File: src/rtl/pong_pkg.sv
// Shared definitions for the pong game controller: state encodings, ball record,
// serve coordinates and default playfield limits.
package pong_pkg;

    typedef enum logic [2:0] {
        ST_SERVE_L = 3'd0,
        ST_SERVE_R = 3'd1,
        ST_PLAY    = 3'd2,
        ST_POINT   = 3'd3,
        ST_OVER    = 3'd4
    } state_e;

    localparam int X_W     = 10;
    localparam int Y_W     = 9;
    localparam int SCORE_W = 4;

    // Default playfield limits in pixels.
    localparam int DEF_X_LEFT  = 16;
    localparam int DEF_X_RIGHT = 624;
    localparam int DEF_Y_MAX   = 470;

    localparam logic [X_W-1:0] SERVE_L_X = 10'd48;
    localparam logic [X_W-1:0] SERVE_R_X = 10'd575;
    localparam logic [Y_W-1:0] SERVE_Y   = 9'd240;

    // Direction flags are stored as "negative" bits: 1 means -1, 0 means +1.
    typedef struct packed {
        logic [X_W-1:0] x;
        logic [Y_W-1:0] y;
        logic           dx_neg;
        logic           dy_neg;
    } ball_t;

    // Serving from the left launches down-right; from the right, up-left.
    function automatic ball_t serve_ball(input logic left);
        ball_t b;
        b.x      = left ? SERVE_L_X : SERVE_R_X;
        b.y      = SERVE_Y;
        b.dx_neg = ~left;
        b.dy_neg = ~left;
        return b;
    endfunction

endpackage

File: src/rtl/pong_game_ctrl_if.sv
// Player inputs and game-state outputs of the pong controller, bundled as one port.
interface pong_game_ctrl_if;
    import pong_pkg::*;

    logic               frame_tick;
    logic               p1_srv;
    logic               p2_srv;
    logic               p1_hit;
    logic               p2_hit;
    logic [X_W-1:0]     ball_x;
    logic [Y_W-1:0]     ball_y;
    logic [SCORE_W-1:0] p1_score;
    logic [SCORE_W-1:0] p2_score;
    logic [2:0]         state;
    logic               game_over;

    modport master (
        output frame_tick, p1_srv, p2_srv, p1_hit, p2_hit,
        input  ball_x, ball_y, p1_score, p2_score, state, game_over
    );

    modport slave (
        input  frame_tick, p1_srv, p2_srv, p1_hit, p2_hit,
        output ball_x, ball_y, p1_score, p2_score, state, game_over
    );

endinterface

File: src/rtl/ball_step.sv
// One frame of ball motion: paddle hits, wall bounces and miss detection,
// computed purely combinationally from the current ball record.
module ball_step
    import pong_pkg::*;
#(
    parameter int B_STEP  = 8,
    parameter int X_LEFT  = DEF_X_LEFT,
    parameter int X_RIGHT = DEF_X_RIGHT,
    parameter int Y_MAX   = DEF_Y_MAX
) (
    input  ball_t cur,
    input  logic  p1_hit,
    input  logic  p2_hit,
    output ball_t nxt,
    output logic  miss
);

    localparam logic [X_W:0]   STEP_X    = (X_W+1)'(B_STEP);
    localparam logic [X_W:0]   LEFT_LIM  = (X_W+1)'(X_LEFT + B_STEP);
    localparam logic [X_W:0]   RIGHT_LIM = (X_W+1)'(X_RIGHT);
    localparam logic [Y_W:0]   STEP_Y    = (Y_W+1)'(B_STEP);
    localparam logic [Y_W:0]   Y_LIM     = (Y_W+1)'(Y_MAX);

    logic         hit;
    logic [X_W:0] x_ext;
    logic [X_W:0] x_sum;
    logic [X_W:0] x_dif;
    logic [Y_W:0] y_ext;
    logic [Y_W:0] y_sum;
    logic [Y_W:0] y_dif;

    // NOTE: every output and temporary gets a default first so no path leaves
    // a value unassigned; otherwise synthesis infers a latch.
    always_comb begin
        nxt   = cur;
        miss  = 1'b0;
        hit   = p1_hit | p2_hit;
        x_ext = {1'b0, cur.x};
        x_sum = x_ext + STEP_X;
        x_dif = x_ext - STEP_X;
        y_ext = {1'b0, cur.y};
        y_sum = y_ext + STEP_Y;
        y_dif = y_ext - STEP_Y;

        // p1 has priority when both paddles report contact.
        if (p1_hit)      nxt.dx_neg = 1'b0;
        else if (p2_hit) nxt.dx_neg = 1'b1;

        // A hit uses the new direction on this same step and cannot miss.
        if (nxt.dx_neg) begin
            miss  = ~hit && (x_ext < LEFT_LIM);
            nxt.x = (x_ext < STEP_X) ? '0 : x_dif[X_W-1:0];
        end else begin
            miss  = ~hit && (x_sum > RIGHT_LIM);
            nxt.x = x_sum[X_W] ? '1 : x_sum[X_W-1:0];
        end
        if (miss) nxt.x = cur.x;

        if (cur.dy_neg) begin
            if (y_ext < STEP_Y) begin
                nxt.y      = '0;
                nxt.dy_neg = 1'b0;
            end else begin
                nxt.y = y_dif[Y_W-1:0];
            end
        end else begin
            if (y_sum > Y_LIM) begin
                nxt.y      = Y_LIM[Y_W-1:0];
                nxt.dy_neg = 1'b1;
            end else begin
                nxt.y = y_sum[Y_W-1:0];
            end
        end
    end

endmodule

File: src/rtl/pong_game_ctrl.sv
// Pong game controller: serve/play/point/over sequencing, ball position and
// scores, advanced once per video frame.
module pong_game_ctrl
    import pong_pkg::*;
#(
    parameter int B_STEP       = 8,
    parameter int X_LEFT       = DEF_X_LEFT,
    parameter int X_RIGHT      = DEF_X_RIGHT,
    parameter int Y_MAX        = DEF_Y_MAX,
    parameter int WIN_SCORE    = 9,
    parameter int POINT_FRAMES = 60
) (
    input logic             clk,
    input logic             rst_n,
    pong_game_ctrl_if.slave bus
);

    localparam int                 CNT_W    = $clog2(POINT_FRAMES + 1);
    localparam logic [CNT_W-1:0]   CNT_LAST = CNT_W'(POINT_FRAMES - 1);
    localparam logic [SCORE_W-1:0] WIN      = SCORE_W'(WIN_SCORE);

    state_e             state_q, state_d;
    ball_t              ball_q, ball_d;
    ball_t              step_ball;
    logic               step_miss;
    logic [SCORE_W-1:0] p1_score_q, p1_score_d;
    logic [SCORE_W-1:0] p2_score_q, p2_score_d;
    logic [CNT_W-1:0]   point_cnt_q, point_cnt_d;
    logic               p2_scored_q, p2_scored_d;
    logic               winner;

    ball_step #(
        .B_STEP  (B_STEP),
        .X_LEFT  (X_LEFT),
        .X_RIGHT (X_RIGHT),
        .Y_MAX   (Y_MAX)
    ) u_ball_step (
        .cur    (ball_q),
        .p1_hit (bus.p1_hit),
        .p2_hit (bus.p2_hit),
        .nxt    (step_ball),
        .miss   (step_miss)
    );

    always_comb begin
        state_d     = state_q;
        ball_d      = ball_q;
        p1_score_d  = p1_score_q;
        p2_score_d  = p2_score_q;
        point_cnt_d = point_cnt_q;
        p2_scored_d = p2_scored_q;
        winner      = p2_scored_q ? (p2_score_q >= WIN) : (p1_score_q >= WIN);

        case (state_q)
            // The ball already sits at the serve spot; a press only sets direction.
            ST_SERVE_L: if (bus.p1_srv) begin
                state_d = ST_PLAY;
                ball_d  = serve_ball(1'b1);
            end
            ST_SERVE_R: if (bus.p2_srv) begin
                state_d = ST_PLAY;
                ball_d  = serve_ball(1'b0);
            end
            ST_PLAY: if (bus.frame_tick) begin
                ball_d = step_ball;
                if (step_miss) begin
                    state_d     = ST_POINT;
                    point_cnt_d = '0;
                    p2_scored_d = ball_q.dx_neg;
                    if (ball_q.dx_neg) begin
                        if (p2_score_q < WIN) p2_score_d = p2_score_q + 1'b1;
                    end else begin
                        if (p1_score_q < WIN) p1_score_d = p1_score_q + 1'b1;
                    end
                end
            end
            ST_POINT: if (bus.frame_tick) begin
                if (point_cnt_q == CNT_LAST) begin
                    point_cnt_d = '0;
                    if (winner) begin
                        state_d = ST_OVER;
                    end else begin
                        // The player who conceded serves next.
                        state_d = p2_scored_q ? ST_SERVE_L : ST_SERVE_R;
                        ball_d  = serve_ball(p2_scored_q);
                    end
                end else begin
                    point_cnt_d = point_cnt_q + 1'b1;
                end
            end
            ST_OVER: if (bus.p1_srv || bus.p2_srv) begin
                state_d    = ST_SERVE_R;
                ball_d     = serve_ball(1'b0);
                p1_score_d = '0;
                p2_score_d = '0;
            end
            default: state_d = ST_SERVE_R;
        endcase
    end

    // NOTE: sequential state uses non-blocking assignments so every register
    // samples the pre-edge values, matching the hardware regardless of order.
    always_ff @(posedge clk or negedge rst_n) begin
        if (!rst_n) begin
            state_q     <= ST_SERVE_R;
            ball_q      <= serve_ball(1'b0);
            p1_score_q  <= '0;
            p2_score_q  <= '0;
            point_cnt_q <= '0;
            p2_scored_q <= 1'b0;
        end else begin
            state_q     <= state_d;
            ball_q      <= ball_d;
            p1_score_q  <= p1_score_d;
            p2_score_q  <= p2_score_d;
            point_cnt_q <= point_cnt_d;
            p2_scored_q <= p2_scored_d;
        end
    end

    assign bus.ball_x    = ball_q.x;
    assign bus.ball_y    = ball_q.y;
    assign bus.p1_score  = p1_score_q;
    assign bus.p2_score  = p2_score_q;
    assign bus.state     = state_q;
    assign bus.game_over = (state_q == ST_OVER);

endmodule

File: src/flat_wrapper.sv
// flat-port wrapper written by rule: the top's interface ports become plain ports
module pong_game_ctrl_flat import pong_pkg::*;
#(
    parameter int B_STEP       = 8,
    parameter int X_LEFT       = DEF_X_LEFT,
    parameter int X_RIGHT      = DEF_X_RIGHT,
    parameter int Y_MAX        = DEF_Y_MAX,
    parameter int WIN_SCORE    = 9,
    parameter int POINT_FRAMES = 60
)
  (clk, rst_n, bus_frame_tick, bus_p1_srv, bus_p2_srv, bus_p1_hit, bus_p2_hit, bus_ball_x, bus_ball_y, bus_p1_score, bus_p2_score, bus_state, bus_game_over);
  pong_game_ctrl_if bus_i ();
  input logic clk;
  input logic rst_n;
  input wire logic [$bits(bus_i.frame_tick)-1:0] bus_frame_tick;
  input wire logic [$bits(bus_i.p1_srv)-1:0] bus_p1_srv;
  input wire logic [$bits(bus_i.p2_srv)-1:0] bus_p2_srv;
  input wire logic [$bits(bus_i.p1_hit)-1:0] bus_p1_hit;
  input wire logic [$bits(bus_i.p2_hit)-1:0] bus_p2_hit;
  output wire logic [$bits(bus_i.ball_x)-1:0] bus_ball_x;
  output wire logic [$bits(bus_i.ball_y)-1:0] bus_ball_y;
  output wire logic [$bits(bus_i.p1_score)-1:0] bus_p1_score;
  output wire logic [$bits(bus_i.p2_score)-1:0] bus_p2_score;
  output wire logic [$bits(bus_i.state)-1:0] bus_state;
  output wire logic [$bits(bus_i.game_over)-1:0] bus_game_over;
  assign bus_i.frame_tick = bus_frame_tick;
  assign bus_i.p1_srv = bus_p1_srv;
  assign bus_i.p2_srv = bus_p2_srv;
  assign bus_i.p1_hit = bus_p1_hit;
  assign bus_i.p2_hit = bus_p2_hit;
  assign bus_ball_x = bus_i.ball_x;
  assign bus_ball_y = bus_i.ball_y;
  assign bus_p1_score = bus_i.p1_score;
  assign bus_p2_score = bus_i.p2_score;
  assign bus_state = bus_i.state;
  assign bus_game_over = bus_i.game_over;
  pong_game_ctrl #(.B_STEP(B_STEP), .X_LEFT(X_LEFT), .X_RIGHT(X_RIGHT), .Y_MAX(Y_MAX), .WIN_SCORE(WIN_SCORE), .POINT_FRAMES(POINT_FRAMES)) u_core (.clk(clk), .rst_n(rst_n), .bus(bus_i));
endmodule
File: config.mk
export PLATFORM = sky130hd
export DESIGN_NAME = pong_game_ctrl_flat
export DESIGN_NICKNAME = d
export VERILOG_FILES = /design/src/rtl/pong_pkg.sv /design/src/rtl/pong_game_ctrl_if.sv /design/src/rtl/ball_step.sv /design/src/rtl/pong_game_ctrl.sv /design/src/flat_wrapper.sv
export SDC_FILE = /design/constraint.sdc
export NUM_CORES = 1
export LEC_CHECK = 0
export CAP_MARGIN = 25
export CORE_UTILIZATION = 48
export DETAILED_ROUTE_END_ITERATION = 12
export PLACE_DENSITY = 0.7
export RECOVER_POWER = 25
export SETUP_SLACK_MARGIN = 0.3
export SLEW_MARGIN = 20
export SYNTH_ARGS = -nofsm -noshare
export SYNTH_HDL_FRONTEND = slang
export SYNTH_HIERARCHICAL = 1
export SYNTH_SLANG_ARGS = --single-unit
File: constraint.sdc
create_clock -name clk -period 5.35 [get_ports clk]
set_input_delay 0.8025 -clock clk [delete_from_list [all_inputs] [get_ports clk]]
set_output_delay 0.8025 -clock clk [all_outputs]
set_load 0.03 [all_outputs]
==> flow_metrics.py, run 1 <==
metrics = {
    "cts": {
        "post_cts_buffers": 0,
        "clock_latency_ns": 0.30,
        "cts_buffer_depth": 2,
        "h-tree-depth": 2,
        "cts.sinks": 39,
        "cts_resized": 0,
        "clk_pin_slew_ns": 0.09,
        "cts_hold_buf": 0,
        "numCtsBuffers": 5,
        "cts_tree": "yes",
        "root_buffer": "clkbuf_8",
    },
    "routing": {
        "vias": 2823,
        "drc": 4,
        "first_pass_iters": 9,
        "drt_iter0_markers": 147,
        "wirelength_um": 7150,
        "drt-vias-per-instance": 5.91,
        "postRouteAntennaNets": 0,
        "routedWlPerCell_um": 14.9,
    },
    "final_layout": {
        "fin_cells": 478,
        "num-nets-final": 419,
        "syn_to_final_growth_pct": 9.31,
        "drive_gt1_frac": 0.102,
        "n_fill_cell": 624,
        "diodes": 0,
    },
    "worst_hold_path": {
        "holdCritPathClass": "reg -> reg",
    },
    "sta": {
        "fin_setup_tns_ns": 0,
        "period_share": 0.609,
        "rsz0062_at_grt": "no",
        "timing.hold.ws_ns": 0.489,
        "finClkSkew_ns": 0.00679,
        "slew_violations": 40,
        "slew_headroom": -0.460,
        "finalSetupViolCount": 0,
        "hold_violations": 0,
        "fin_crit_ns": 3.26,
        "fmax_ghz": 0.307,
        "worst_pin_slew_ns": 2.19,
        "timing.final.ws_setup_ns": 2.09,
    },
    "floorplan": {
        "initial_core_util": 0.504,
        "fp.coreArea_sq_um": 6460,
        "die_w_um": 84.3,
        "die_h_um": 84.3,
        "fp-row-count": 29,
        "dieArea_sq_um": 7110,
        "num_io_pins": 38,
    },
    "placed_design": {
        "place_congestion": 0.879,
        "dp_slack_ns": 1.88,
        "io_buffer_count": 37,
        "dp_hpwl_um": 5000,
        "dp.cells": 470,
    },
    "power_and_ir_drop": {
        "peakVddDrop_mv": 0.200,
        "powerDensity_nw_per_um2": 364,
        "power.total_mw": 1.29,
        "p_leak_nw": 1.56,
    },
    "run_status": {
        "violations": "DRC, capacitance limit, slew limit",
        "outcome": "finished, violations left",
    },
    "worst_setup_path": {
        "worstSetupStartpointType": "register",
        "worstPathRequired_ns": 4.55,
        "worstPathArrival_ns": 2.45,
        "path_class": "reg -> out",
        "path_max_fanout": 15,
        "cp-end-kind": "output pin",
    },
    "synthesis": {
        "yosys_register_bits": 39,
        "ys_top_cells_by_area": "dfrtp_1, dfstp_2, mux2i_1, buf_4, ha_1",
        "ys_types": 69,
        "async_flop_share": 1.00,
        "yosys.area.top_type": "dfrtp_1",
        "yosys_warnings": 6,
        "synth_top_area_share": 0.192,
        "syn_avg_cell_area_sq_um": 8.30,
        "yosysSeqAreaShare": 0.305,
        "syn-instance-count": 392,
        "syn_area_sq_um": 3250,
        "synth_edf_count": 0,
        "synth_flop_cell": "dfrtp_1",
        "synth_nets": 411,
    },
    "flow_run": {
        "drv_cap": 1,
    },
    "grt": {
        "grt_use_total": 0.206,
        "grt_pass1_wl_um": 12000,
        "grt_overflow": 0,
        "antenna_found_initial": 0,
        "grt_pass1_vias": 2567,
        "grt_max_degree": 40,
    },
}
## final timing paths
path,from,end,slack [ns],cells past startpoint
max,u_core/bus.state[2],bus_game_over,2.09,3
min,u_core/bus.ball_x[0],u_core/bus.ball_x[0],0.49,2
max reg2reg,u_core/bus.ball_x[7],u_core/bus.p2_score[2],2.41,10
min reg2reg,u_core/bus.ball_x[0],u_core/bus.ball_x[0],0.49,2
max in group asynchronous,rst_n,u_core/point_cnt_q[5],2.96,1
min in group asynchronous,rst_n,u_core/bus.ball_x[8],1.14,1
## where the power goes
part / internal [mW] / switching (mW)
logic: 0.258 / 0.322
clock network: 0.0933 / 0.116
registers: 0.375 / 0.130
## routing by layer
| metal | vias up | GRT usage | share of wire |
|---|---|---|---|
| met4 | 0 | 0.0502 | 0.013 |
| li1 | 1391 | - | - |
| met3 | 10 | 0.0295 | 0.050 |
| met5 | - | 0 | 0 |
| met2 | 84 | 0.349 | 0.47 |
| met1 | 1338 | 0.280 | 0.47 |
## cells in the final DEF, fill, tap and decap left out, types with 3 or more instances in the layout
cell             Yosys  layout
nand3_1             15      15
inv_1               39      39
ha_1                12      12
clkdlybuf4s50_1      0      36
nor3_1               9       9
o31a_1               3       3
nor2b_1              3       3
and2_1               3       3
nor4_1               4       4
mux2i_1             22      22
nand2b_1             8       8
and3_1               9       9
o211ai_1             6       6
nand2_1             40      40
dfstp_2             14      14
o21ai_1             13      13
o41ai_1              3       3
xnor2_1              3       3
a31oi_1              5       5
o21ai_0             17      17
clkbuf_8             0       5
o31ai_1              4       4
dfrtp_1             25      25
a21oi_1             29      29
nor2_1              17      17
## cell families (layout without fill, tap and decap cells)
| family | Yosys count | after routing | share of synthesized area |
|---|---|---|---|
| compound gates | 107 | 107 | 0.223 |
| xor+xnor | 3 | 3 | 0.00808 |
| fa+ha+maj | 12 | 12 | 0.0462 |
| buf+inv | 78 | 87 | 0.128 |
| flops | 39 | 39 | 0.305 |
| mux | 24 | 24 | 0.0746 |
| simple gates | 129 | 129 | 0.215 |
## cell type report
| class | count | area, sq um | share of cell area |
|---|---|---|---|
| repair buffers | 38 | 372 | 0.105 |
| inverters | 41 | 154 | 0.0433 |
| clock buffers | 5 | 68.8 | 0.0194 |
| clock inverters | 3 | 23.8 | 0.00669 |
| flip-flops and latches | 39 | 993 | 0.279 |
| multi-input cells | 275 | 1850 | 0.520 |
| well taps | 77 | 96.3 | 0.0271 |
## cells in the mapped netlist, types with 4 or more instances
library cell / count
nand2_1: 40
inv_1: 39
a21oi_1: 29
dfrtp_1: 25
mux2i_1: 22
buf_4: 21
nor2_1: 17
o21ai_0: 17
nand3_1: 15
dfstp_2: 14
o21ai_1: 13
ha_1: 12
and3_1: 9
nor3_1: 9
nand2b_1: 8
clkbuf_1: 6
o211ai_1: 6
a31oi_1: 5
buf_6: 5
buf_2: 4
nor4_1: 4
o31ai_1: 4
## state kept, by name, summed over array words and instances, names as in the netlist
name,cells
u_core/bus.p2_score,4
u_core/ball_q,2
u_core/bus.state,3
u_core/p2_scored_q,1
u_core/point_cnt_q,6
u_core/bus.ball_y,9
u_core/bus.ball_x,10
u_core/bus.p1_score,4
## critical path: stages, from the launching register on
cell and delay (ns):
dfrtp_1 0.64, or3b_1 0.62, inv_1 0.20, clkdlybuf4s50_1 0.69
## stage by stage
step,util,instance area [sq um]
4_1_cts,0.550,3550
2_1_floorplan,-,3250
3_5_place_dp,0.535,3460
5_1_grt,0.551,3560
6_report,0.551,3560
3_3_place_gp,0.535,3460
Note: power is estimated with default switching activity, not from simulation.
==> inputs of run 2 (changes only) <==
PLACE_DENSITY = 0.73   (was 0.7)
clock period = 2.8 ns   (was 5.35 ns; I/O delays follow)
==> flow_metrics.py, run 2 (synthesized netlist as in run 1, its figures left out) <==
metrics = {
    "run_status": {
        "outcome": "finished, violations left",
        "violations": "DRC, capacitance limit, slew limit",
    },
    "flow_run": {
        "drv_cap": 1,
    },
    "floorplan": {
        "dieArea_sq_um": 7110,
        "die_h_um": 84.3,
        "fp.coreArea_sq_um": 6460,
        "num_io_pins": 38,
        "initial_core_util": 0.504,
        "die_w_um": 84.3,
        "fp-row-count": 29,
    },
    "worst_setup_path": {
        "cp-startpoint": "u_core/bus.ball_x[9]",
        "ff2ff_path_depth": 9,
        "path_max_fanout": 5,
        "rr_startpoint": "u_core/bus.ball_x[9]",
        "path_class": "reg -> reg",
        "worstPathArrival_ns": 2.66,
        "reg2reg_to": "u_core/bus.p2_score[2]",
        "worstPathRequired_ns": 2.98,
        "crit_end": "u_core/bus.p2_score[2]",
        "cp-end-kind": "register",
        "r2r_slack_ns": 0.32,
        "worstSetupStartpointType": "register",
    },
    "final_layout": {
        "layout_common_cells": "nand2_1, inv_1, clkdlybuf4s50_1",
        "largest_reg_flops": 10,
        "diodes": 0,
        "drive_gt1_frac": 0.159,
        "syn_to_final_growth_pct": 16.3,
        "num-nets-final": 439,
        "final_common_cell": "nand2_1",
    },
    "cts": {
        "cts_hold_buf": 0,
        "h-tree-depth": 2,
        "cts_buffer_depth": 2,
        "cts.sinks": 39,
        "root_buffer": "clkbuf_8",
        "cts_tree": "yes",
        "numCtsBuffers": 5,
        "clock_latency_ns": 0.30,
        "clk_pin_slew_ns": 0.09,
    },
    "worst_hold_path": {
        "holdCritPathClass": "reg -> reg",
    },
    "sta": {
        "period_share": 0.886,
        "fmax_ghz": 0.403,
        "rsz0062_at_grt": "yes",
        "fin_setup_tns_ns": 0,
        "hold_violations": 0,
        "worst_pin_slew_ns": 2.17,
        "finalSetupViolCount": 0,
        "slew_headroom": -0.447,
        "slew_violations": 40,
        "finClkSkew_ns": 0.0144,
        "fin_crit_ns": 2.48,
    },
    "routing": {
        "wirelength_um": 7500,
        "drc": 8,
        "first_pass_iters": 9,
        "drt-vias-per-instance": 5.80,
        "postRouteAntennaNets": 0,
        "routedWlPerCell_um": 15.1,
        "vias": 2890,
        "drt_iter0_markers": 415,
    },
    "grt": {
        "grt_pass1_vias": 2637,
        "grt_max_degree": 40,
        "grt_overflow": 0,
        "grt_pass1_wl_um": 12600,
        "grt_use_total": 0.217,
        "antenna_found_initial": 0,
    },
    "placed_design": {
        "io_buffer_count": 37,
        "place_congestion": 0.946,
        "dp_hpwl_um": 5230,
    },
    "power_and_ir_drop": {
        "powerDensity_nw_per_um2": 710,
        "p_leak_nw": 1.68,
        "power.total_mw": 2.69,
        "peakVddDrop_mv": 0.373,
    },
}
-- run 2: worst min path at each step --
stage | start | to | slack, ns | cells after the start
6_report | u_core/bus.ball_x[1] | u_core/bus.ball_x[1] | 0.50 | 2
5_1_grt | u_core/bus.ball_x[2] | u_core/bus.ball_x[2] | 0.51 | 2
4_1_cts | rst_n | u_core/point_cnt_q[2] | 0.28 | 1
3_5_place_dp | u_core/bus.ball_x[2] | u_core/bus.ball_x[2] | 0.48 | 2
3_3_place_gp | u_core/bus.ball_x[2] | u_core/bus.ball_x[2] | 0.47 | 2
2_1_floorplan | rst_n | u_core/bus.ball_x[6] | 0.12 | 0
-- run 2: area by class of cell --
type	count	area, sq um
clock buffers	5	68.8
clock inverters	3	47.5
fillers	573	2680
inverters	41	156
multi-input cells	275	1890
flip-flops and latches	39	993
well taps	77	96.3
repair buffers	58	526
-- run 2: where the power goes --
group          switching [mW]  internal (mW)
Sequential              0.169          0.716
Combinational           0.744          0.567
Clock                   0.222          0.270
-- run 2: critical path, stage by stage (launching register included) --
cell,delay (ns)
dfstp_2,0.37
or4_4,0.55
o31a_1,0.31
nor4_2,0.31
a31oi_4,0.08
inv_4,0.09
and3_4,0.24
o211ai_1,0.13
a21oi_1,0.19
mux2i_1,0.10
-- run 2: per-layer routing --
layer	track usage	part of all wire	vias up
met4	0.0658	0.015	0
li1	-	-	1419
met5	0	0	-
met3	0.0354	0.054	14
met1	0.297	0.46	1359
met2	0.353	0.48	98
-- run 2: metrics by stage --
stage / hold WS, ns / std cells / area (sq um) / util / worst slack, ns
floorplan: 0.124 / 392 / 3280 / - / 0.224
global placement: 0.473 / 483 / 3580 / 0.554 / 0.347
detailed placement: 0.480 / 483 / 3580 / 0.554 / 0.284
CTS: 0.278 / 491 / 3690 / 0.572 / 0.313
global route: 0.512 / 498 / 3780 / 0.586 / 0.230
finish: 0.496 / 498 / 3780 / 0.586 / 0.318
-- run 2: what timing repair did --
item | in CTS | in global routing
pin swaps | 1 | 1
setup buffers | 0 | 7
setup endpoints to repair | 1 | 21
resized for setup | 0 | 7
==> inputs of run 3 (changes only) <==
CORE_MARGIN = 5   (was default)
==> flow_metrics.py, run 3 (synthesized netlist as in run 1, its figures left out) <==
metrics = {
    "final_layout": {
        "diodes": 0,
        "final_common_cell": "nand2_1",
        "drive_gt1_frac": 0.164,
        "n_fill_cell": 628,
        "utilization": 0.568,
        "layout_common_cells": "nand2_1, inv_1, clkdlybuf4s50_1",
        "syn_to_final_growth_pct": 16.7,
        "seq_area_sq_um": 997,
        "largest_reg_flops": 10,
        "multi_input_area_sq_um": 1900,
        "num-nets-final": 439,
        "design_area_sq_um": 3800,
    },
    "cts": {
        "clock_latency_ns": 0.30,
        "root_buffer": "clkbuf_8",
        "cts.sinks": 39,
        "h-tree-depth": 2,
        "cts_tree": "yes",
        "cts_buffer_depth": 2,
        "numCtsBuffers": 5,
        "clk_pin_slew_ns": 0.09,
    },
    "placed_design": {
        "dp_hpwl_um": 5160,
        "io_buffer_count": 37,
        "dpl_cell_area_sq_um": 3580,
        "place_congestion": 0.919,
    },
    "routing": {
        "postRouteAntennaNets": 0,
        "drt-vias-per-instance": 5.81,
        "drt_iter0_markers": 180,
        "wirelength_um": 7700,
        "routedWlPerCell_um": 15.4,
        "drc": 0,
        "first_pass_iters": 5,
        "vias": 2909,
    },
    "grt": {
        "grt_overflow": 0,
        "antenna_found_initial": 0,
        "grt_pass1_wl_um": 12700,
        "grt_pass1_vias": 2675,
        "grt_max_degree": 40,
        "grt_use_total": 0.177,
    },
    "power_and_ir_drop": {
        "peakVddDrop_mv": 0.296,
        "powerDensity_nw_per_um2": 716,
        "p_leak_nw": 1.68,
        "power.total_mw": 2.72,
    },
    "sta": {
        "fmax_ghz": 0.409,
        "period_share": 0.873,
        "finClkSkew_ns": 0.00647,
        "fin_crit_ns": 2.44,
        "slew_headroom": -0.407,
        "rsz0062_at_grt": "no",
        "worst_pin_slew_ns": 2.11,
        "timing.hold.ws_ns": 0.485,
        "finalSetupViolCount": 0,
        "fin_setup_tns_ns": 0,
        "hold_violations": 0,
        "slew_violations": 40,
    },
    "worst_setup_path": {
        "worstSetupStartpointType": "register",
        "worstPathArrival_ns": 2.63,
        "path_class": "reg -> reg",
        "r2r_slack_ns": 0.36,
        "worstPathRequired_ns": 2.98,
        "cp-end-kind": "register",
        "path_max_fanout": 5,
    },
    "floorplan": {
        "initial_core_util": 0.487,
        "fp-row-count": 30,
        "die_w_um": 92.3,
        "fp.coreArea_sq_um": 6680,
        "die_h_um": 92.3,
        "dieArea_sq_um": 8520,
        "num_io_pins": 38,
    },
    "run_status": {
        "violations": "capacitance limit, slew limit",
        "outcome": "finished, violations left",
    },
    "flow_run": {
        "drv_cap": 1,
    },
    "worst_hold_path": {
        "holdCritPathClass": "reg -> reg",
    },
}
[run 3: cell types whose count changed in the layout (fill, tap and decap cells not counted), sizes merged]
cell	previous run	this run
clkinv	1	0
clkdlybuf4s50	36	35
dlygate4sd2	0	1
clkinvlp	0	1
[run 3: worst paths after layout]
check / from / endpoint / cells after the start
worst max-delay path: u_core/bus.ball_x[9] / u_core/bus.p2_score[2] / 9
worst min-delay path: u_core/bus.ball_x[1] / u_core/bus.ball_x[1] / 2
worst max register to register: u_core/bus.ball_x[9] / u_core/bus.p2_score[2] / 9
worst min register to register: u_core/bus.ball_x[1] / u_core/bus.ball_x[1] / 2
max in group asynchronous: rst_n / u_core/bus.ball_y[3] / 1
min in group asynchronous: rst_n / u_core/point_cnt_q[2] / 1
[run 3: routing by layer]
layer  up-vias  part of all wire  global-route usage
met1      1373              0.47               0.246
met2        94              0.47               0.284
met4         0             0.011              0.0433
met5         -                 0                   0
li1       1429                 -                   -
met3        13             0.047              0.0341
[run 3: per-stage QoR]
step	std cells	setup WS, ns
finish	501	0.356
global route	501	0.285
CTS	494	0.329
detailed placement	486	0.271
global placement	486	0.341
floorplan	392	0.224
[run 3: cell type report]
cell class | instances | share of cell area
Sequential cell | 39 | 0.263
Tap cell | 80 | 0.0264
Multi-Input combinational cell | 275 | 0.501
Timing Repair Buffer | 58 | 0.138
Clock buffer | 5 | 0.0181
Clock inverter | 3 | 0.0122
Inverter | 41 | 0.0412
[run 3: power breakdown]
group          internal (mW)  total, mW  leakage (nW)  switching (mW)
sequential             0.717      0.894         0.464           0.178
combinational          0.587       1.32          1.16           0.736
clock                  0.269      0.501        0.0548           0.232
[run 3: repair_timing]
item,CTS,global route
hold endpoints to repair,0,0
hold buffers,0,0
setup endpoints to repair,1,22
buffers inserted,0,7
pin swaps,0,2
gates resized for setup,1,10
[run 3: critical path, cell delays in order, from the launching register on]
cell      delay [ns]
dfstp_2         0.38
or4_4           0.53
o31a_1          0.30
nor3_2          0.25
a31oi_4         0.16
inv_4           0.11
and3_4          0.24
o211ai_1        0.12
a21oi_1         0.16
mux2i_1         0.09
==> patch: new RTL, settings of run 2 <==
`WIN_SCORE` is set to 9 in 2 places; all go to 6.
--- a/src/rtl/pong_game_ctrl.sv
+++ b/src/rtl/pong_game_ctrl.sv
@@ -7,7 +7,7 @@
     parameter int X_LEFT       = DEF_X_LEFT,
     parameter int X_RIGHT      = DEF_X_RIGHT,
     parameter int Y_MAX        = DEF_Y_MAX,
-    parameter int WIN_SCORE    = 9,
+    parameter int WIN_SCORE    = 6,
     parameter int POINT_FRAMES = 60
 ) (
     input logic             clk,
--- a/src/flat_wrapper.sv
+++ b/src/flat_wrapper.sv
@@ -5,7 +5,7 @@
     parameter int X_LEFT       = DEF_X_LEFT,
     parameter int X_RIGHT      = DEF_X_RIGHT,
     parameter int Y_MAX        = DEF_Y_MAX,
-    parameter int WIN_SCORE    = 9,
+    parameter int WIN_SCORE    = 6,
     parameter int POINT_FRAMES = 60
 )
   (clk, rst_n, bus_frame_tick, bus_p1_srv, bus_p2_srv, bus_p1_hit, bus_p2_hit, bus_ball_x, bus_ball_y, bus_p1_score, bus_p2_score, bus_state, bus_game_over);
Behaviour: no difference found for any inputs over 4 cycles, from zero or initial values and one cycle with rst_n low; that may be too few to reach the edited logic, so the function may still have changed.
==> patch against run 2 <==
- the flow finishes with violations (capacitance limit, slew limit)
- area after synthesis shrank 4.2%
- sequential cell count is the same
- wire length grew 1.0%
- total power grew 40%
- utilization grew 2.1 points
- die area shrank 4.1%
- final area shrank 2.2%
- hold slack gained 0.0055 ns
- setup slack lost 0.015 ns
- critical path type unchanged
- largest power group unchanged
==> patch: results <==
[setup_path]
path_max_fanout = 8
endpoint = "u_core/point_cnt_q[2]"
r2r_slack_ns = 0.30

[drt]
drt-met1-wl_microns = 3600
drt_pre_antenna_iters = 5
vias_per_cell = 6.24
avgRoutedWirePerCell_microns = 16.2

[power_and_ir_drop]
ir_drop_uv = 513
p_leak_nw = 1.61
clk-power_mw = 0.377

[yosys]
synth_fp_nets = 379
synth_top_area_share_pct = 20.1
ys_types = 75
synthXorXnorAreaFrac_pct = 0.562

[grt]
grt_pass1_vias = 2576
grt_pass1_wl_microns = 12200
grt.total_usage_pct = 23.0

[placed_design]
place_ws_ns = 0.171

[outcome]
failed_checks = "capacitance limit, slew limit"
status = "finished with violations"

[layout]
fill_cells = 546
buffer_area_share_pct = 15.0
seq_cell_count = 39
instances_no_fill = 467
inverters = 21

[flow_run]
maxCapViolations = 1

[die]
die-width_microns = 82.6

[clock_network]
cts_setup_buffers = 3

[timing]
final_max_slew_viol_count = 40
fmax_mhz = 400
clock_skew_ns = 0.00815
patch: changes by cell type after synthesis, moves of 5 or more:
cell / run 2 / this run
mux2i_1: 22 / 0
inv_1: 39 / 18
nand2_1: 40 / 29
o21ai_1: 13 / 2
a21oi_1: 29 / 19
a22o_1: 2 / 12
a211oi_1: 0 / 7
a2bb2oi_1: 1 / 8
buf_2: 4 / 9
patch: worst min path at each step:
stage / start / endpoint / slack (ns)
2_1_floorplan: rst_n / u_core/bus.ball_x[6] / 0.12
3_3_place_gp: u_core/point_cnt_q[1] / u_core/point_cnt_q[1] / 0.48
3_5_place_dp: u_core/point_cnt_q[1] / u_core/point_cnt_q[1] / 0.48
4_1_cts: rst_n / u_core/bus.p1_score[3] / 0.27
5_1_grt: u_core/bus.ball_x[2] / u_core/bus.ball_x[2] / 0.53
6_report: u_core/point_cnt_q[1] / u_core/point_cnt_q[1] / 0.50
